[config.mk]
export PLATFORM = sky130hd
export DESIGN_NAME = ga23_sdr_arbiter
export DESIGN_NICKNAME = d
export VERILOG_FILES = /design/src/rtl/ga23_pkg.sv /design/src/rtl/ga23_rr_pick.sv /design/src/rtl/ga23_sdr_arbiter.sv
export SDC_FILE = /design/constraint.sdc
export NUM_CORES = 1
export LEC_CHECK = 0
export ABC_AREA = 1
export ABC_CLOCK_PERIOD_IN_PS = 2080
export BUFFER_PORTS_ARGS = -buffer_cell sky130_fd_sc_hd__buf_2
export CAP_MARGIN = 30
export CELL_PAD_IN_SITES_DETAIL_PLACEMENT = 0
export CELL_PAD_IN_SITES_GLOBAL_PLACEMENT = 1
export CORE_ASPECT_RATIO = 1.2
export CORE_MARGIN = 10
export CORE_UTILIZATION = 36
export CTS_CLUSTER_DIAMETER = 80
export DETAILED_ROUTE_END_ITERATION = 7
export PLACE_DENSITY = 0.7
export SETUP_SLACK_MARGIN = 0.02
export SLEW_MARGIN = 30
export SYNTH_ARGS = -nofsm -noshare
export SYNTH_HDL_FRONTEND = slang
export SYNTH_SLANG_ARGS = --single-unit
[constraint.sdc]
create_clock -name clk -period 2.08 [get_ports clk]
set_clock_uncertainty 0.05 [all_clocks]
set_input_delay 0 -clock clk [delete_from_list [all_inputs] [get_ports clk]]
set_output_delay 0 -clock clk [all_outputs]
set_load 0.01 [all_outputs]
[src/rtl/ga23_pkg.sv]
// ---------------------------------------------------------------------------
// ga23_pkg
//   Shared types and constants for the GA23 tilemap SDRAM read path.
//   NUM_LAYERS  : number of tilemap layer fetchers sharing the SDRAM port
//   SDR_ADDR_W  : SDRAM word address width
//   sdr_addr_t  : SDRAM word address
//   arb_state_t : arbiter FSM state (IDLE: free to grant, WAIT: read outstanding)
//   idx_width() : width of an index into n requesters (at least 1 bit)
// ---------------------------------------------------------------------------
package ga23_pkg;

    localparam int NUM_LAYERS = 3;
    localparam int SDR_ADDR_W = 22;

    typedef logic [SDR_ADDR_W-1:0] sdr_addr_t;

    typedef enum logic {
        IDLE = 1'b0,
        WAIT = 1'b1
    } arb_state_t;

    function automatic int idx_width(input int n);
        return (n > 1) ? $clog2(n) : 1;
    endfunction

endpackage

[src/rtl/ga23_rr_pick.sv]
// ---------------------------------------------------------------------------
// ga23_rr_pick
//   Combinational round-robin picker. Scans the pending flags starting at the
//   round-robin pointer and wrapping, and returns the first set requester.
// Ports
//   i_pend  in   NUM_REQ  pending flag per requester
//   i_rr    in   IDX_W    requester to consider first
//   o_valid out  1        at least one requester pending
//   o_gnt   out  IDX_W    selected requester (0 when o_valid is low)
// ---------------------------------------------------------------------------
module ga23_rr_pick
    import ga23_pkg::*;
#(
    parameter int NUM_REQ = NUM_LAYERS,
    parameter int IDX_W   = idx_width(NUM_REQ)
) (
    input  logic [NUM_REQ-1:0] i_pend,
    input  logic [IDX_W-1:0]   i_rr,
    output logic               o_valid,
    output logic [IDX_W-1:0]   o_gnt
);

    logic [IDX_W-1:0] w_idx;

    always_comb begin
        o_valid = 1'b0;
        o_gnt   = '0;
        w_idx   = '0;
        for (int unsigned k = 0; k < NUM_REQ; k++) begin
            // requester rr+k, wrapped back into 0..NUM_REQ-1
            w_idx = IDX_W'((32'(i_rr) + k) % NUM_REQ);
            if (!o_valid && i_pend[w_idx]) begin
                o_valid = 1'b1;
                o_gnt   = w_idx;
            end
        end
    end

endmodule

[src/rtl/ga23_sdr_arbiter.sv]
// ---------------------------------------------------------------------------
// ga23_sdr_arbiter
//   Shares one SDRAM tile-row read port between NUM_REQ tilemap layer
//   fetchers. Requests are latched per layer (newest address wins), granted
//   round-robin, and only one read is outstanding at a time. Each returned row
//   goes back to its layer with a one-cycle ready pulse, unless the layer has
//   already asked for a newer row, in which case it is dropped and counted.
//   A read with no completion after TIMEOUT cycles is abandoned.
// Ports
//   clk       in   1               system clock, rising edge
//   reset_n   in   1               asynchronous active-low reset
//   req       in   NUM_REQ         one-cycle request pulse per layer
//   req_addr  in   NUM_REQ*ADDR_W  per-layer row address, sampled with req
//   rsp_data  out  NUM_REQ*32      per-layer returned row, held between deliveries
//   rsp_rdy   out  NUM_REQ         one-cycle pulse: matching rsp_data slice updated
//   mem_req   out  1               one-cycle read strobe to SDRAM controller
//   mem_addr  out  ADDR_W          read address, stable from mem_req to mem_rdy
//   mem_data  in   32              read data, valid with mem_rdy
//   mem_rdy   in   1               one-cycle read-complete pulse
//   timeout   out  1               sticky: a read has timed out
//   drop_cnt  out  8               saturating count of discarded rows
// ---------------------------------------------------------------------------
module ga23_sdr_arbiter
    import ga23_pkg::*;
#(
    parameter int NUM_REQ = NUM_LAYERS,
    parameter int ADDR_W  = SDR_ADDR_W,
    parameter int TIMEOUT = 63
) (
    input  logic                      clk,
    input  logic                      reset_n,
    input  logic [NUM_REQ-1:0]        req,
    input  logic [NUM_REQ*ADDR_W-1:0] req_addr,
    output logic [NUM_REQ*32-1:0]     rsp_data,
    output logic [NUM_REQ-1:0]        rsp_rdy,
    output logic                      mem_req,
    output logic [ADDR_W-1:0]         mem_addr,
    input  logic [31:0]               mem_data,
    input  logic                      mem_rdy,
    output logic                      timeout,
    output logic [7:0]                drop_cnt
);

    localparam int         IDX_W    = idx_width(NUM_REQ);
    localparam logic [7:0] TMO_LAST = 8'(TIMEOUT - 1);

    // FSM
    arb_state_t r_state;
    arb_state_t w_state_nxt;

    // request capture
    logic [NUM_REQ-1:0] r_pend;
    logic [ADDR_W-1:0]  r_paddr [NUM_REQ];

    // arbitration / outstanding read
    logic [IDX_W-1:0]   r_rr;
    logic [IDX_W-1:0]   r_gnt;
    logic [7:0]         r_tmr;
    logic               r_mem_req;
    logic [ADDR_W-1:0]  r_mem_addr;

    // responses and status
    logic [NUM_REQ*32-1:0] r_rsp_data;
    logic [NUM_REQ-1:0]    r_rsp_rdy;
    logic                  r_timeout;
    logic [7:0]            r_drop_cnt;

    // combinational decisions
    logic               w_pick_valid;
    logic [IDX_W-1:0]   w_pick_g;
    logic [IDX_W-1:0]   w_rr_nxt;
    logic               w_superseded;
    logic               w_tmr_expired;
    logic               w_grant;
    logic               w_deliver;
    logic               w_drop;
    logic               w_tmo;

    ga23_rr_pick #(
        .NUM_REQ (NUM_REQ),
        .IDX_W   (IDX_W)
    ) u_pick (
        .i_pend  (r_pend),
        .i_rr    (r_rr),
        .o_valid (w_pick_valid),
        .o_gnt   (w_pick_g)
    );

    assign w_rr_nxt = (w_pick_g == IDX_W'(NUM_REQ - 1)) ? '0 : w_pick_g + IDX_W'(1);

    // A newer request from the granted layer (already latched or arriving
    // this very cycle) makes the outstanding row stale.
    assign w_superseded  = r_pend[r_gnt] | req[r_gnt];
    assign w_tmr_expired = (r_tmr == TMO_LAST);

    // ---------------- FSM: state register ----------------
    always_ff @(posedge clk or negedge reset_n) begin
        if (!reset_n) begin
            r_state <= IDLE;
        end else begin
            r_state <= w_state_nxt;
        end
    end

    // ---------------- FSM: next state ----------------
    always_comb begin
        w_state_nxt = r_state;
        unique case (r_state)
            IDLE: if (w_pick_valid) w_state_nxt = WAIT;
            WAIT: if (mem_rdy || w_tmr_expired) w_state_nxt = IDLE;
        endcase
    end

    // ---------------- FSM: action decode ----------------
    always_comb begin
        w_grant   = 1'b0;
        w_deliver = 1'b0;
        w_drop    = 1'b0;
        w_tmo     = 1'b0;
        unique case (r_state)
            IDLE: w_grant = w_pick_valid;
            WAIT: begin
                if (mem_rdy) begin
                    if (w_superseded) w_drop    = 1'b1;
                    else              w_deliver = 1'b1;
                end else if (w_tmr_expired) begin
                    w_tmo  = 1'b1;
                    w_drop = 1'b1;
                end
            end
        endcase
    end

    // ---------------- request capture ----------------
    // A request arriving in the cycle its layer is granted keeps the layer
    // pending: the new address belongs to a later tile.
    always_ff @(posedge clk or negedge reset_n) begin
        if (!reset_n) begin
            r_pend <= '0;
            for (int unsigned i = 0; i < NUM_REQ; i++) begin
                r_paddr[i] <= '0;
            end
        end else begin
            for (int unsigned i = 0; i < NUM_REQ; i++) begin
                if (req[i]) begin
                    r_pend[i]  <= 1'b1;
                    r_paddr[i] <= req_addr[i*ADDR_W +: ADDR_W];
                end else if (w_grant && (w_pick_g == IDX_W'(i))) begin
                    r_pend[i] <= 1'b0;
                end
            end
        end
    end

    // ---------------- read issue and timer ----------------
    always_ff @(posedge clk or negedge reset_n) begin
        if (!reset_n) begin
            r_mem_req  <= 1'b0;
            r_mem_addr <= '0;
            r_gnt      <= '0;
            r_rr       <= '0;
            r_tmr      <= '0;
        end else begin
            r_mem_req <= w_grant;
            if (w_grant) begin
                r_mem_addr <= r_paddr[w_pick_g];
                r_gnt      <= w_pick_g;
                r_rr       <= w_rr_nxt;
                r_tmr      <= '0;
            end else if (r_state == WAIT) begin
                r_tmr <= r_tmr + 8'd1;
            end
        end
    end

    // ---------------- responses and status ----------------
    always_ff @(posedge clk or negedge reset_n) begin
        if (!reset_n) begin
            r_rsp_data <= '0;
            r_rsp_rdy  <= '0;
            r_timeout  <= 1'b0;
            r_drop_cnt <= '0;
        end else begin
            for (int unsigned i = 0; i < NUM_REQ; i++) begin
                r_rsp_rdy[i] <= w_deliver && (r_gnt == IDX_W'(i));
                if (w_deliver && (r_gnt == IDX_W'(i))) begin
                    r_rsp_data[i*32 +: 32] <= mem_data;
                end
            end
            if (w_tmo) begin
                r_timeout <= 1'b1;
            end
            if (w_drop && (r_drop_cnt != 8'hFF)) begin
                r_drop_cnt <= r_drop_cnt + 8'd1;
            end
        end
    end

    assign rsp_data = r_rsp_data;
    assign rsp_rdy  = r_rsp_rdy;
    assign mem_req  = r_mem_req;
    assign mem_addr = r_mem_addr;
    assign timeout  = r_timeout;
    assign drop_cnt = r_drop_cnt;

endmodule

# Word level (Yosys, flattened, before mapping)
# Index checks and enable logic that the tools add are counted.
# classes
add_sub_neg	5
div_mod_pow	3
order_cmp	5
n_eq_ne	6
n_mux	41
bitwise	3
reduce_logical	18
# op_table
operator	n
remainder unit 32 x 2 -> 32 bit, second input constant	2
binary-select mux 22 bit (select 2 bit)	1
2-to-1 mux 22 bit	2
remainder unit 2 x 2 -> 32 bit, second input constant	1
2-to-1 mux 1 bit	26
adder 8 x 1 -> 8 bit, second input constant	2
2-to-1 mux 8 bit	2
< comparator 2 x 3 -> 1 bit, second input constant	4
binary-select mux 1 bit (select 2 bit)	5
logical AND 1 bit	9
equality test 8 x 6 -> 1 bit, second input constant	1
2-to-1 mux 2 bit	4
!= test 8 bit, second input constant	1
nonzero test 2 bit	4
equality test 2 x 1 -> 1 bit, second input constant	2
equality test 2 bit, second input constant	2
zero test 2 bit	2
adder 2 x 1 -> 3 bit, second input constant	1
adder 2 x 2 -> 3 bit, second input constant	1
greater-or-equal comparator 3 bit, second input constant	1
inverter 2 -> 3 bit	1
adder 2 x 1 -> 2 bit, second input constant	1
zero test 1 bit	2
one-hot mux 1 bit (2 select lines)	1
other kinds (3)	3
# totals
regBits	213
inputBits	104
out_inout_bits	131

# Longest topological paths before layout
# logic_depth
depth_word	14
depth_mapped	16
mapped_depth_nobuf	15

# Modules after synthesis
# Synthesis repeated with hierarchy kept, for this count alone.
# unflattened
hier_cells	1062
area_unflattened_um2	9181.3
# modules_own_cells
module	instances	cells_per_inst	area_per_inst_um2	seq_area_each_um2
ga23_sdr_arbiter	1	1011	8941.1	5330.1
ga23_rr_pick	1	51	240.2	0.0

# Least setup slack after synthesis
# OpenSTA, ideal clock, no wires.
# synth_path
kind	register to register
startpoint	register r_rr[0]
endpoint	register r_mem_addr[13] (netlist: mem_addr[13])
setup_ns	0.117
arrival_time_ns	1.756
t_required_ns	1.913
path_slack_ns	0.157
path_stages_with_launch	15
period_less_slack_ns	1.923
path_cell_list	dfrtp_1 -> inv_1 -> ha_1 -> inv_2 -> nand3_1 -> nand2_1 -> nor2_4 -> nand3_1 -> nand2_1 -> nand2_2 -> buf_6 -> nand3_1 -> nand2_1 -> nor2_1 -> nor2_1
# synth_between
elab_chain_cells	14
# synth_lines
element	line_no	rtl
start: declaration	ga23_sdr_arbiter.sv:56	logic [IDX_W-1:0] r_rr;
start signal: assignment	ga23_sdr_arbiter.sv:168	r_rr <= w_rr_nxt;
branches (longest 14 deep; another with remainder unit 32 x 2 -> 32 bit)	--	
end signal: assignment	ga23_sdr_arbiter.sv:166	r_mem_addr <= r_paddr[w_pick_g];
end: declaration	ga23_sdr_arbiter.sv:60	logic [ADDR_W-1:0] r_mem_addr;
# Several ways; the timed one is not identified. The select of a mux whose other input is x is not followed.
# A chain may end at the register's enable or synchronous reset.

# Worst setup path after layout
# layout_path
startpoint	register r_rr[1]
endpoint	register r_mem_addr[16] (netlist: mem_addr[16])
# Same word-level chain as after synthesis.

==> impl_metrics.csv <==
group,metric,value,unit
outcome,status,"complete, but fails checks",
outcome,violations,"negative setup slack",
logic_synthesis,synth.ff_latch_count,213,
global_routing,grt_util_met2,27.5,%
power,power-per-cell-area,1430,mW/mm^2
place,port_buffers,234,
routing,drc,0,
power,p_leak,7.12,nW
routing,drt_iter0_drc,370,
layout,finish.net_count,1548,
sta,min_period_over_period,103,%
setup_path,r2r_slack,-0.06,ns
setup_path,r2r-end,"mem_addr[16]",
global_routing,use_met3,3.90,%
layout,design_area,0.0139,sq mm
place,dpl_cell_area,0.0107,sq mm
sta,hold_slack,0.00853,ns
sta,worstMarginPinSlew,0.605,ns
global_routing,met1_usage,21.0,%
logic_synthesis,synthesis.area,0.00919,sq mm
die,rows,64,
sta,maxSlewViolCount,0,
setup_path,critPathMaxFanout,7,
die,start_util,36.3,%
routing,drt-pass1-iter-count,5,
logic_synthesis,synth-seq-area-share,58.0,%
job,max_cap_viol_count,0,
setup_path,ff2ff_path_depth,13,
routing,vias,8144,
global_routing,antenna_found_initial,1,
setup_path,crit_arrival,2.52,ns
layout,synthToLayoutAreaGrowth,51.4,%
setup_path,required,2.46,ns
logic_synthesis,netlist_instances,989,
global_routing,grt-busiest-layer,"met2",
logic_synthesis,yosys_warnings,0,
clocking,cts_tree,"done",
global_routing,grt_max_degree,75,
place,place_ws,-0.0224,ns
sta,max_freq,468,MHz
sta,setup-violations-final,17,
routing,postRouteAntennaNets,0,
place,globalplace.congestion,0.791,
clocking,clockBufferDepth,3,
setup_path,r2r_start,"r_rr[1]",
power,peakVddDrop,775,uV
layout,drive_gt1_share,29.4,%
place,dp_hpwl,17900,microns
global_routing,grt_pass1_wl,45200,microns
die,ios,235,
die,core,0.0253,sq mm
setup_path,critPathKind,"flip-flop to flip-flop",
routing,wl,27700,microns
clocking,cts_sinks,213,
min_path,hold_path.class,"input pin to async pin",
clocking,cts_root_buf,"clkbuf_16",
global_routing,grt_pass1_vias,8514,
die,die_y,195,microns
sta,hold_viol_final,0,
setup_path,end_kind,"flip-flop",
global_routing,overflow,0,
logic_synthesis,yosysUniqueCellTypes,36,
logic_synthesis,syn_nets,1100,
routing,post_drt_wl_per_cell,15.5,microns
layout,fillers,2347,
clocking,numCtsBuffers,23,
logic_synthesis,syn_avg_cell_area,9.29,sq um
clocking,clk_pin_slew_worst_paths,0.06,ns
sta,max-slew-margin-rel,59.7,%
global_routing,grt_use_total,16.4,%
clocking,htreeDepth,1,
die,die_area,0.0323,sq mm
sta,setup_tns,-0.429,ns
setup_path,cp-start-kind,"flip-flop",
routing,vias_per_cell,4.57,
sta,rsz0062_at_grt,"true",
clocking,insertion_delay,0.50,ns
sta,layout_min_cycle_time,2.14,ns
sta,worst_slack,-0.0560,ns
die,fp.dieW,166,microns
-- layout make-up --
class                      instances  area, sq um  share of cell area (%)
clock buffer                      31          666                    4.78
sequential                       213         5330                    38.3
antenna                            1         2.50                  0.0180
multi-input combinational        656         3390                    24.4
clock inverter                     8          170                    1.22
tap                              330          413                    2.97
timing repair buffer             469         3660                    26.3
inverter                          74          287                    2.06
-- metrics by stage --
| stage | util, % | cells | power, W |
|---|---|---|---|
| 3_3_place_gp | 42.4 | 1532 | 0.0136 |
| 5_1_grt | 55.0 | 1782 | 0.0213 |
| 6_report | 55.0 | 1782 | 0.0199 |
| 2_1_floorplan | - | 989 | 0.0109 |
| 4_1_cts | 53.9 | 1771 | 0.0193 |
| 3_5_place_dp | 42.4 | 1532 | 0.0137 |
-- how the worst max path moves through the flow --
| stage | end | slack [ns] | start |
|---|---|---|---|
| after detailed placement | r_pend[0] | -0.02 | r_rr[0] |
| after global placement | r_pend[0] | -0.02 | r_rr[0] |
| after global routing | mem_addr[16] | -0.15 | r_rr[1] |
| after floorplan | mem_addr[13] | 0.16 | r_rr[0] |
| after CTS | mem_addr[15] | -0.002 | r_rr[1] |
| final | mem_addr[16] | -0.06 | r_rr[1] |
-- power by group --
| group | switching (W) | internal [W] |
|---|---|---|
| combinational | 0.00519 | 0.00405 |
| sequential | 0.000788 | 0.00542 |
| clock | 0.00166 | 0.00285 |
| total | 0.00763 | 0.0123 |
-- state kept, by name, indices dropped and copies added, names as in the netlist --
register / flops
rsp_data: 96
r_rr: 2
mem_addr: 22
mem_req: 1
rsp_rdy: 3
r_state: 1
drop_cnt: 8
r_gnt: 2
r_pend: 3
r_paddr: 66
r_tmr: 8
timeout: 1
-- synthesized netlist by cell type --
library cell	count	area (sq um)
clkbuf_1	14	52.6
a21o_1	1	7.51
nand2_2	8	50.1
xor2_1	2	17.5
o21ai_2	30	263
nand2_1	340	1280
o21ai_1	69	345
o21ai_0	23	115
a31o_2	1	8.76
nand3b_1	1	7.51
nor3_1	4	20.0
buf_4	5	37.5
nand3_1	58	290
dfrtp_1	213	5330
nor2_1	60	225
nand3b_2	1	11.3
a221oi_4	1	26.3
nand3_2	3	30.0
inv_1	67	251
ha_1	7	87.6
xnor2_1	4	35.0
o22ai_1	1	6.26
mux2_2	21	236
clkinv_2	1	5.00
buf_2	5	25.0
buf_6	23	259
inv_2	6	22.5
nand4_2	1	12.5
nor2_2	2	12.5
a21oi_1	4	20.0
nand2_4	1	11.3
o21bai_1	1	7.51
nand4_1	7	43.8
a21boi_0	1	7.51
nor2_4	2	22.5
o32ai_1	1	8.76
-- kinds of logic after synthesis --
| family | Yosys count | synth area share [%] |
|---|---|---|
| adder cells (fa/ha/maj) | 7 | 0.953 |
| multiplexers | 21 | 2.57 |
| flip-flops | 213 | 58.0 |
| XOR/XNOR | 6 | 0.572 |
| buffers and inverters | 121 | 7.11 |
| AND/OR/NAND/NOR | 488 | 21.9 |
| AO/OA/AOI/OAI | 133 | 8.88 |
-- critical path, stage by stage, from the launching register on --
cell and delay (ns):
dfrtp_1 0.43, ha_4 0.33, inv_4 0.05, nand3_2 0.07
nand2_2 0.08, nor2_4 0.15, buf_6 0.13, nand4_1 0.14
nand2_4 0.21, clkbuf_16 0.20, nand2_2 0.04, nand2_1 0.05
nor2_1 0.04, nor2_1 0.09
-- layer usage --
metal | vias up | wire length [microns]
li1 | 4058 | -
met1 | 3815 | 12300
met2 | 228 | 13300
met3 | 43 | 1650
met4 | 0 | 495
met5 | - | 0
-- layout by cell type, fill, tap and decap left out, drive strengths merged, types with 2 or more instances in the layout --
cell type / instances
xor2: 2
nand3b: 2
nor2: 65
nand3: 61
clkinv: 2
bufinv: 5
nand4: 8
clkinvlp: 2
buf: 275
mux2: 21
a21oi: 4
dlygate4sd3: 191
nand2: 349
ha: 7
clkbuf: 34
dfrtp: 213
xnor2: 4
inv: 73
nor3: 4
o21ai: 122
-- timing repair --
item	in CTS	in global routing
setup endpoints to repair	12	42
gates resized for setup	12	49
buffers inserted	7	8
gates cloned	2	3
pin swaps	1	33
endpoints found under the hold margin	381	0
hold buffers	191	0
Note: power is estimated with default switching activity, not from simulation.
